File: src/rtl/iob_soc_pbus_reg_slice.sv
`default_nettype none
// +----------------------------------------------------------------------------+
// | iob_soc_pbus_reg_slice: peripheral-bus skid slice with read-issue throttle |
// | Revision: 1.0                                                              |
// +----------------------------------------------------------------------------+
module iob_soc_pbus_reg_slice #(
  parameter int ADDR_W = 28,
  parameter int DATA_W = 32,
  parameter int MAX_RD = 4
) (
  input  logic                clk_i,
  input  logic                rst_i,
  input  logic                s_iob_valid_i,
  input  logic [ADDR_W-1:0]   s_iob_addr_i,
  input  logic [DATA_W-1:0]   s_iob_wdata_i,
  input  logic [DATA_W/8-1:0] s_iob_wstrb_i,
  output logic                s_iob_ready_o,
  output logic                s_iob_rvalid_o,
  output logic [DATA_W-1:0]   s_iob_rdata_o,
  output logic                m_iob_valid_o,
  output logic [ADDR_W-1:0]   m_iob_addr_o,
  output logic [DATA_W-1:0]   m_iob_wdata_o,
  output logic [DATA_W/8-1:0] m_iob_wstrb_o,
  input  logic                m_iob_ready_i,
  input  logic                m_iob_rvalid_i,
  input  logic [DATA_W-1:0]   m_iob_rdata_i
);

  localparam int         STRB_W   = DATA_W / 8;
  localparam int         REQ_W    = ADDR_W + DATA_W + STRB_W;
  localparam logic [2:0] MAX_RD_C = 3'(MAX_RD);

  typedef enum logic [1:0] {
    ST_EMPTY = 2'd0,
    ST_ONE   = 2'd1,
    ST_TWO   = 2'd2
  } state_t;

  state_t              state_q, state_d;
  logic [REQ_W-1:0]    head_q, head_d;
  logic [REQ_W-1:0]    skid_q, skid_d;
  logic [2:0]          rd_cnt_q, rd_cnt_d;
  logic                rvalid_q, rvalid_d;
  logic [DATA_W-1:0]   rdata_q, rdata_d;

  logic                w_acc;
  logic                w_pop;
  logic                w_head_rd;
  logic [REQ_W-1:0]    w_req_in;

  assign w_req_in  = {s_iob_addr_i, s_iob_wdata_i, s_iob_wstrb_i};
  assign w_head_rd = (head_q[STRB_W-1:0] == '0);

  assign s_iob_ready_o = (state_q != ST_TWO);
  // Throttle looks at the registered count, so release costs one bubble.
  assign m_iob_valid_o = (state_q != ST_EMPTY) && !(w_head_rd && (rd_cnt_q == MAX_RD_C));
  assign {m_iob_addr_o, m_iob_wdata_o, m_iob_wstrb_o} = head_q;

  assign w_acc = s_iob_valid_i && s_iob_ready_o;
  assign w_pop = m_iob_valid_o && m_iob_ready_i;

  assign s_iob_rvalid_o = rvalid_q;
  assign s_iob_rdata_o  = rdata_q;

  always_comb begin
    state_d = state_q;
    head_d  = head_q;
    skid_d  = skid_q;
    case (state_q)
      ST_EMPTY: begin
        if (w_acc) begin
          head_d  = w_req_in;
          state_d = ST_ONE;
        end
      end
      ST_ONE: begin
        if (w_acc && !w_pop) begin
          skid_d  = w_req_in;
          state_d = ST_TWO;
        end else if (w_acc && w_pop) begin
          head_d  = w_req_in;
        end else if (w_pop) begin
          state_d = ST_EMPTY;
        end
      end
      ST_TWO: begin
        if (w_pop) begin
          head_d  = skid_q;
          state_d = ST_ONE;
        end
      end
      default: state_d = ST_EMPTY;
    endcase
  end

  // Stray responses with nothing outstanding must not wrap the count.
  always_comb begin
    rd_cnt_d = rd_cnt_q
             + {2'b00, (w_pop && w_head_rd)}
             - {2'b00, (m_iob_rvalid_i && (rd_cnt_q != 3'd0))};
    rvalid_d = m_iob_rvalid_i;
    rdata_d  = m_iob_rvalid_i ? m_iob_rdata_i : rdata_q;
  end

  always_ff @(posedge clk_i) begin
    if (rst_i) begin
      state_q  <= ST_EMPTY;
      head_q   <= '0;
      skid_q   <= '0;
      rd_cnt_q <= 3'd0;
      rvalid_q <= 1'b0;
      rdata_q  <= '0;
    end else begin
      state_q  <= state_d;
      head_q   <= head_d;
      skid_q   <= skid_d;
      rd_cnt_q <= rd_cnt_d;
      rvalid_q <= rvalid_d;
      rdata_q  <= rdata_d;
    end
  end

endmodule
`default_nettype wire

File: config.mk
export PLATFORM = sky130hd
export DESIGN_NAME = iob_soc_pbus_reg_slice
export DESIGN_NICKNAME = d
export VERILOG_FILES = /design/src/rtl/iob_soc_pbus_reg_slice.sv
export SDC_FILE = /design/constraint.sdc
export NUM_CORES = 1
export LEC_CHECK = 0
export CAP_MARGIN = 15
export CORE_AREA = 2 2 120 122
export CTS_CLUSTER_DIAMETER = 200
export CTS_CLUSTER_SIZE = 40
export DETAILED_ROUTE_END_ITERATION = 8
export DIE_AREA = 0 0 122 124
export DONT_BUFFER_PORTS = 1
export HOLD_SLACK_MARGIN = 0.12
export PLACE_DENSITY = 0.67
export SLEW_MARGIN = 5
export SYNTH_ARGS = -nofsm -noshare
export SYNTH_HDL_FRONTEND = slang
export SYNTH_SLANG_ARGS = --single-unit
File: constraint.sdc
create_clock -name clk_i -period 2.4 [get_ports clk_i]
set_input_delay 0.48 -clock clk_i [delete_from_list [all_inputs] [get_ports clk_i]]
set_output_delay 0.48 -clock clk_i [all_outputs]
set_load 0.02 [all_outputs]
Yosys cells after proc, flatten, opt, wreduce, memory -nomap -nowiden
Cells that the tools add are included.

storage, ports and cells
  bits in registers = 166
  input port bits = 101
  word-level logic and storage cells = 47
  output and inout bits = 99

cells by class
  mux-type cells = 11
  add/sub/neg operators = 2
  reductions and logical operators = 18
  eq/ne operators = 10

operators by type and width
  kind                                                             count
  64-bit two-way mux                                               4
  64-bit one-hot mux with 3 select lines                           1
  2-bit two-way mux                                                5
  2-bit inequality test, second input constant                     5
  1-bit logical AND                                                8
  3-bit inequality test, second input constant                     2
  2-bit one-hot mux with 3 select lines                            1
  3-bit nonzero test                                               2
  5-bit AND reduction                                              1
  4-bit logical NOT                                                1
  4-bit AND reduction                                              1
  3-bit by 1-bit adder with 3-bit output                           1
  3-bit == test, second input constant                             1
  3-bit by 1-bit subtractor with 3-bit output                      1
  2-bit by 1-bit == test with 1-bit output, second input constant  1
  2-bit == test, second input constant                             1
  1-bit logical NOT                                                2
  2-bit logical NOT                                                1
  2-bit AND reduction                                              1
  2-bit nonzero test                                               1

Longest topological paths before layout
Gate-level depths: netlist (run 1).

  word-level depth = 9
  mapped depth = 10
  gate-level depth less buffers = 10

Worst setup path after synthesis (run 1)
No wires, ideal clock.

  path type = flip-flop to flip-flop
  start point = register head_q[0]
  end point = register rd_cnt_q[2]
  library setup time = 0.127 ns
  data arrival time = 2.230 ns
  slack = 0.043 ns
  data required time = 2.273 ns
  buffers on the path = 0
  stages on the path, launching flop included = 11
  period minus slack after synthesis = 2.357 ns
  cells stage by stage = dfxtp_1 -> nor4_4 -> a21boi_4 -> nand3b_1 -> ha_1 -> inv_1 -> ha_1 -> fa_1 -> xnor2_1 -> xnor2_1 -> nor2_1

between the ends
  cells in the longest elaborated chain, start to end = 8

RTL lines
  what                                           RTL line  source
  start: declaration                             40        logic [REQ_W-1:0] head_q, head_d;
  start signal: assignment                       108       head_q <= '0;
  start signal: assignment                       115       head_q <= head_d;
  4-bit logical NOT *                            52        assign w_head_rd = (head_q[STRB_W-1:0] == '0);
  1-bit logical AND                              56        assign m_iob_valid_o = (state_q != ST_EMPTY) && !(w_head_rd && (rd_cnt_q == MAX_RD_C));
  1-bit logical NOT                              56
  1-bit logical AND                              56
  1-bit logical AND                              60        assign w_pop = m_iob_valid_o && m_iob_ready_i;
  1-bit logical AND *                            99        + {2'b00, (w_pop && w_head_rd)}
  3-bit by 1-bit adder with 3-bit output *       99
  3-bit by 1-bit subtractor with 3-bit output *  100       - {2'b00, (m_iob_rvalid_i && (rd_cnt_q != 3'd0))};
  end signal: assignment                         117       rd_cnt_q <= rd_cnt_d;
  end: declaration                               42        logic [2:0] rd_cnt_q, rd_cnt_d;

Mark *: on every way between the ends. The rest lies on a longest branch, timed or not.
A chain may end at the register's enable or synchronous reset.

Final worst setup path (run 1)
  start point = register head_q[3]
  end point = register rd_cnt_q[2]

The elaborated chain is that of the path after synthesis.

==> results.sh, run 1 <==
export IMPL_fin_worst_skew_ps=9.10
export IMPL_yosysSeqAreaShare_pct=48.9
export IMPL_ctsRootBufferMaster="clkbuf_16"
export IMPL_rsz0062_at_grt="yes"
export IMPL_worstMarginPinSlew_ps=906
export IMPL_fin_util_pct=54.9
export IMPL_crit_required_ps=2670
export IMPL_p_int_mw=4.78
export IMPL_setup_ws_ps=122
export IMPL_worstPathMaxFanout=4
export IMPL_start_kind="flip-flop"
export IMPL_nets=737
export IMPL_gp_congestion=0.707
export IMPL_period_minus_slack_ps=2280
export IMPL_grt_max_degree=80
export IMPL_ir_drop_uv=448
export IMPL_min_path_cells=1
export IMPL_rows=43
export IMPL_p_per_area_mw_per_mm2=891
export IMPL_cts_tree="yes"
export IMPL_total_power_mw=6.71
export IMPL_crit_type="reg -> reg"
export IMPL_leakage_nw=2.72
export IMPL_maxSlewHeadroom_pct=39.4
export IMPL_synth_seq_cells=166
export IMPL_path_buf_inv=2
export IMPL_diodes=0
export IMPL_power_frac_clock_pct=37.4
export IMPL_drt_initial_drc_count=224
export IMPL_crit_path_max_incr_delay_ps=370
export IMPL_synth_cell_types=34
export IMPL_antenna_found_initial=0
export IMPL_syn_area_per_cell_um2=10.6
export IMPL_grt_pass1_vias=4627
export IMPL_crit_family="adder cells"
export IMPL_place_ws_ps=74.9
export IMPL_dp_final_hpwl_um=9600
export IMPL_synthToLayoutAreaGrowth_pct=10.8
export IMPL_n_fill_cell=1218
export IMPL_cts_made_buffers=17
export IMPL_yosysWarningCount=0
export IMPL_clk_pin_slew_worst_paths_ps=60
export IMPL_die_area_mm2=0.0151
export IMPL_final_common_cell="dfxtp_1"
export IMPL_maxSlewViolCount=0
export IMPL_cp_slowest_cell="fa_2"
export IMPL_drc=0
export IMPL_path_depth=11
export IMPL_finalHoldViolCount=0
export IMPL_crit_chain="nor4_4 > buf_4 > a21boi_4 > nand3b_1 > ha_1 > inv_2 > ha_4 > fa_2 > xnor2_2 > xnor2_1 > nor2_1"
export IMPL_core_area_mm2=0.0137
export IMPL_hold_class="in -> reg"
export IMPL_stdcell_area_mm2=0.00753
export IMPL_placed_area_mm2=0.00691
export IMPL_grt_pass1_wl_um=22600
export IMPL_cap_violations=0
export IMPL_clk_latency_ps=420
export IMPL_grt_total_usage_pct=19.1
export IMPL_setup_violations=0
export IMPL_die_h_um=124
export IMPL_whs_ps=141
export IMPL_regArea_mm2=0.00332
export IMPL_die_x_um=122
export IMPL_netlist_area_mm2=0.00680
export IMPL_overflow=0
export IMPL_post_route_period_util_pct=94.9
export IMPL_via_per_inst=5.50
export IMPL_firstDrtPassIters=4
export IMPL_boundaryPins=200
export IMPL_fmax_ghz=0.439
export IMPL_multi_input_comb_area_mm2=0.00319
export IMPL_endpoint_kind="flip-flop"
export IMPL_ant_nets=0
export IMPL_wl_per_cell_um=17.6
export IMPL_rr_worst_depth=11
export IMPL_io_buffers=0
export IMPL_critical_path_arrival_ps=2550
export IMPL_drive_above_1_share_pct=11.0
export IMPL_run_status="completed"
export IMPL_final_cell_mix="dfxtp_1, mux2i_1, nand2_1, o2bb2ai_1, nor2_1"
export IMPL_synth_fp_nets=746
export IMPL_clk_path_buf_depth=2
export IMPL_syn_inst=642
export IMPL_clock_sinks=166
export IMPL_h_tree_depth=4
export IMPL_swShare_pct=28.8
export IMPL_wl_um=14600
export IMPL_start_util_pct=49.5
export IMPL_vias=4544
export IMPL_p_comb_share_pct=12.4
export IMPL_p_switching_mw=1.93
export IMPL_share_seq_of_total_power_pct=50.3
path summary, 6_finish.rpt:
kind               from  slack (ps)           to
max           head_q[3]         120  rd_cnt_q[2]
min               rst_i         140   state_q[1]
max reg2reg   head_q[3]         120  rd_cnt_q[2]
min reg2reg  skid_q[31]         460   skid_q[31]
worst register-to-register path, cell delays in order, from the launching register on:
cell	delay (ps)
dfxtp_2	330
nor4_4	360
buf_4	180
a21boi_4	50
nand3b_1	130
ha_1	170
inv_2	50
ha_4	150
fa_2	370
xnor2_2	170
xnor2_1	130
nor2_1	50
synth_stat cells:
cell	number	area (µm²)
nor2_8	1	20.0
fa_1	1	20.0
nor4_4	1	21.3
mux2i_1	159	1590
nand3b_1	2	15.0
xnor2_1	2	17.5
a21oi_2	1	8.76
nor3b_2	1	12.5
nor2b_1	5	31.3
nand2b_1	1	6.26
buf_6	12	135
a21oi_1	4	20.0
o21a_1	1	7.51
nand2_1	130	488
a31oi_1	1	6.26
inv_1	6	22.5
or4_1	1	7.51
clkbuf_1	17	63.8
o2bb2ai_1	53	464
dfxtp_1	166	3320
nor3b_1	1	7.51
a221o_1	1	10.0
buf_2	15	75.1
buf_1	2	7.51
ha_1	2	25.0
a21boi_4	1	18.8
a211oi_1	1	7.51
buf_4	2	15.0
a22o_1	2	17.5
o31a_1	1	8.76
nor2_1	37	139
o21ai_0	1	5.00
o2bb2ai_2	10	150
a32oi_4	1	27.5
state kept, by name (all words and copies together), names as in the netlist:
register / flops
head_q: 64
rd_cnt_q: 3
s_iob_rdata_o: 32
s_iob_rvalid_o: 1
skid_q: 64
state_q: 2
repair_timing:
item | CTS | global route
endpoints found under the setup margin | 0 | 1
resized for setup | 0 | 6
setup buffers | 0 | 1
hold buffers | 3 | 1
hold endpoints to repair | 24 | 1
routing by layer:
metal | track usage (%) | wire length (µm)
met5 | 0 | 0
met4 | 5.46 | 162
met3 | 8.47 | 1440
met2 | 32.8 | 7050
met1 | 21.7 | 5930
metrics by stage:
step	TNS, ps	std cells
floorplan	0	642
global placement	0	789
detailed placement	0	789
CTS	0	824
global route	-40.0	826
finish	0	826
power groups by stage:
| stage | Sequential [mW] | Combinational, mW | Clock [mW] |
|---|---|---|---|
| floorplan | 3.39 | 0.655 | 0 |
| global placement | 3.42 | 0.739 | 0 |
| detailed placement | 3.43 | 0.778 | 0 |
| CTS | 3.37 | 0.794 | 2.57 |
| global route | 3.40 | 0.935 | 2.67 |
| finish | 3.37 | 0.829 | 2.51 |
final cells by class:
type                    instances  share of cell area, %
flip-flops and latches        166                   44.2
multi-input cells             422                   42.4
clock buffers                  19                   6.02
well taps                     180                   2.99
repair buffers                 20                   2.79
clock inverters                13                   1.31
inverters                       6                  0.332
cell families (layout without fill, tap and decap cells):
group,after synthesis,after routing,share of synthesized area [%]
AO/OA/AOI/OAI,78,78,11.1
XOR/XNOR,2,2,0.258
adder cells (fa/ha/maj),3,3,0.663
buffers and inverters,54,58,4.69
flip-flops,166,166,48.9
multiplexers,159,159,23.4
AND/OR/NAND/NOR,180,180,11.0
Power figures use the tool's default switching activity.
==> inputs of run 2 (changes only) <==
Settings changed: HOLD_SLACK_MARGIN 0.12 to 0.06.
==> results.sh, run 2 (synthesis gave the netlist of run 1 again) <==
export IMPL_fin_cells=822
export IMPL_antenna_found_initial=0
export IMPL_setup_violations=0
export IMPL_busiest_layer="met2"
export IMPL_stdcell_area_mm2=0.00749
export IMPL_run_status="completed"
export IMPL_diodes=0
export IMPL_leakage_nw=2.70
export IMPL_dp_final_hpwl_um=9600
export IMPL_period_minus_slack_ps=2240
export IMPL_final_common_cell="dfxtp_1"
export IMPL_nets=733
export IMPL_ir_drop_uv=446
export IMPL_die_h_um=124
export IMPL_ant_nets=0
export IMPL_firstDrtPassIters=4
export IMPL_grt_pass1_vias=4602
export IMPL_use_met3_pct=8.52
export IMPL_critical_path_arrival_ps=2550
export IMPL_n_fill_cell=1219
export IMPL_drt_initial_drc_count=202
export IMPL_start_kind="flip-flop"
export IMPL_fmax_ghz=0.446
export IMPL_h_tree_depth=4
export IMPL_die_area_mm2=0.0151
export IMPL_worstPathMaxFanout=4
export IMPL_grt_max_degree=80
export IMPL_die_x_um=122
export IMPL_worstMarginPinSlew_ps=784
export IMPL_tns_ps=0
export IMPL_cts_made_buffers=17
export IMPL_drc=0
export IMPL_start_util_pct=49.5
export IMPL_wl_per_cell_um=17.4
export IMPL_rows=43
export IMPL_clock_sinks=166
export IMPL_hold_class="in -> reg"
export IMPL_endpoint_kind="flip-flop"
export IMPL_gr_usage_met1_pct=21.4
export IMPL_wl_um=14300
export IMPL_cap_violations=0
export IMPL_ctsRootBufferMaster="clkbuf_16"
export IMPL_multi_input_comb_area_mm2=0.00319
export IMPL_cts_tree="yes"
export IMPL_maxSlewViolCount=0
export IMPL_crit_type="reg -> reg"
export IMPL_maxSlewHeadroom_pct=47.7
export IMPL_crit_chain="nor4_4 > buf_4 > a21boi_4 > nand3b_1 > ha_1 > inv_2 > ha_4 > fa_2 > xnor2_2 > xnor2_1 > nor2_1"
export IMPL_synthToLayoutAreaGrowth_pct=10.2
export IMPL_placed_area_mm2=0.00691
export IMPL_gp_congestion=0.707
export IMPL_post_route_period_util_pct=93.3
export IMPL_overflow=0
export IMPL_fin_worst_skew_ps=8.74
export IMPL_postCtsHoldBufs=0
export IMPL_via_per_inst=5.49
export IMPL_grt_use_met2_pct=31.7
export IMPL_rsz0062_at_grt="yes"
export IMPL_drive_above_1_share_pct=11.1
export IMPL_place_ws_ps=74.9
export IMPL_clk_latency_ps=420
export IMPL_final_cell_mix="dfxtp_1, mux2i_1, nand2_1, o2bb2ai_1, nor2_1"
export IMPL_crit_path_max_incr_delay_ps=370
export IMPL_placed_cells=789
export IMPL_clk_pin_slew_worst_paths_ps=60
export IMPL_cp_slowest_cell="fa_2"
export IMPL_core_area_mm2=0.0137
export IMPL_vias=4509
export IMPL_setup_ws_ps=160
export IMPL_total_power_mw=6.69
export IMPL_grt_pass1_wl_um=22300
export IMPL_p_per_area_mw_per_mm2=894
export IMPL_grt_total_usage_pct=18.8
export IMPL_io_buffers=0
export IMPL_clk_path_buf_depth=2
export IMPL_finalHoldViolCount=0
export IMPL_regArea_mm2=0.00332
export IMPL_boundaryPins=200
export IMPL_crit_required_ps=2710
## run 2: cell types whose count changed in the layout (fill, tap and decap cells not counted)
cell	delta
dlygate4sd3_1	-4
## run 2: worst paths after layout
check,endpoint,slack [ps],start,cells after the start
worst min-delay path,s_iob_rdata_o[25],130,rst_i,1
worst min register to register,skid_q[31],460,skid_q[31],2
worst max register to register,rd_cnt_q[2],160,head_q[3],11
worst max-delay path,rd_cnt_q[2],160,head_q[3],11
## run 2: report_power, final
group | internal, mW | switching (mW) | total, mW
combinational | 0.391 | 0.425 | 0.816
clock | 1.39 | 1.11 | 2.50
sequential | 3.00 | 0.377 | 3.37
## run 2: per-layer routing
layer / vias up / routed length (µm)
met2: 146 / 6860
met4: 0 / 180
met1: 2138 / 5830
met5: - / 0
met3: 17 / 1440
li1: 2208 / -
## run 2: critical path: cells and delay by family (launching register included)
| kind | cells | cell delay [ps] |
|---|---|---|
| AND/OR/NAND/NOR | 3 | 540 |
| XOR/XNOR | 2 | 300 |
| adder cells (fa/ha/maj) | 3 | 680 |
| buffers and inverters | 2 | 230 |
| AO/OA/AOI/OAI | 1 | 50 |
| flip-flops | 1 | 330 |
## run 2: per-stage QoR
step                      util, %  hold WS [ps]
after detailed placement     50.3           450
final                        54.6           127
after global routing         54.6           109
after floorplan                 -           434
after CTS                    54.4           109
after global placement       50.3           441
## run 2: cell type report
class	count	area share, %
clock buffers	19	6.05
clock inverters	13	1.32
flip-flops and latches	166	44.4
multi-input cells	422	42.6
inverters	6	0.334
well taps	180	3.01
repair buffers	16	2.27
## run 2: timing repair
action,4_1_cts,5_1_grt
setup buffers,0,1
endpoints found under the setup margin,0,1
gates resized for setup,0,6
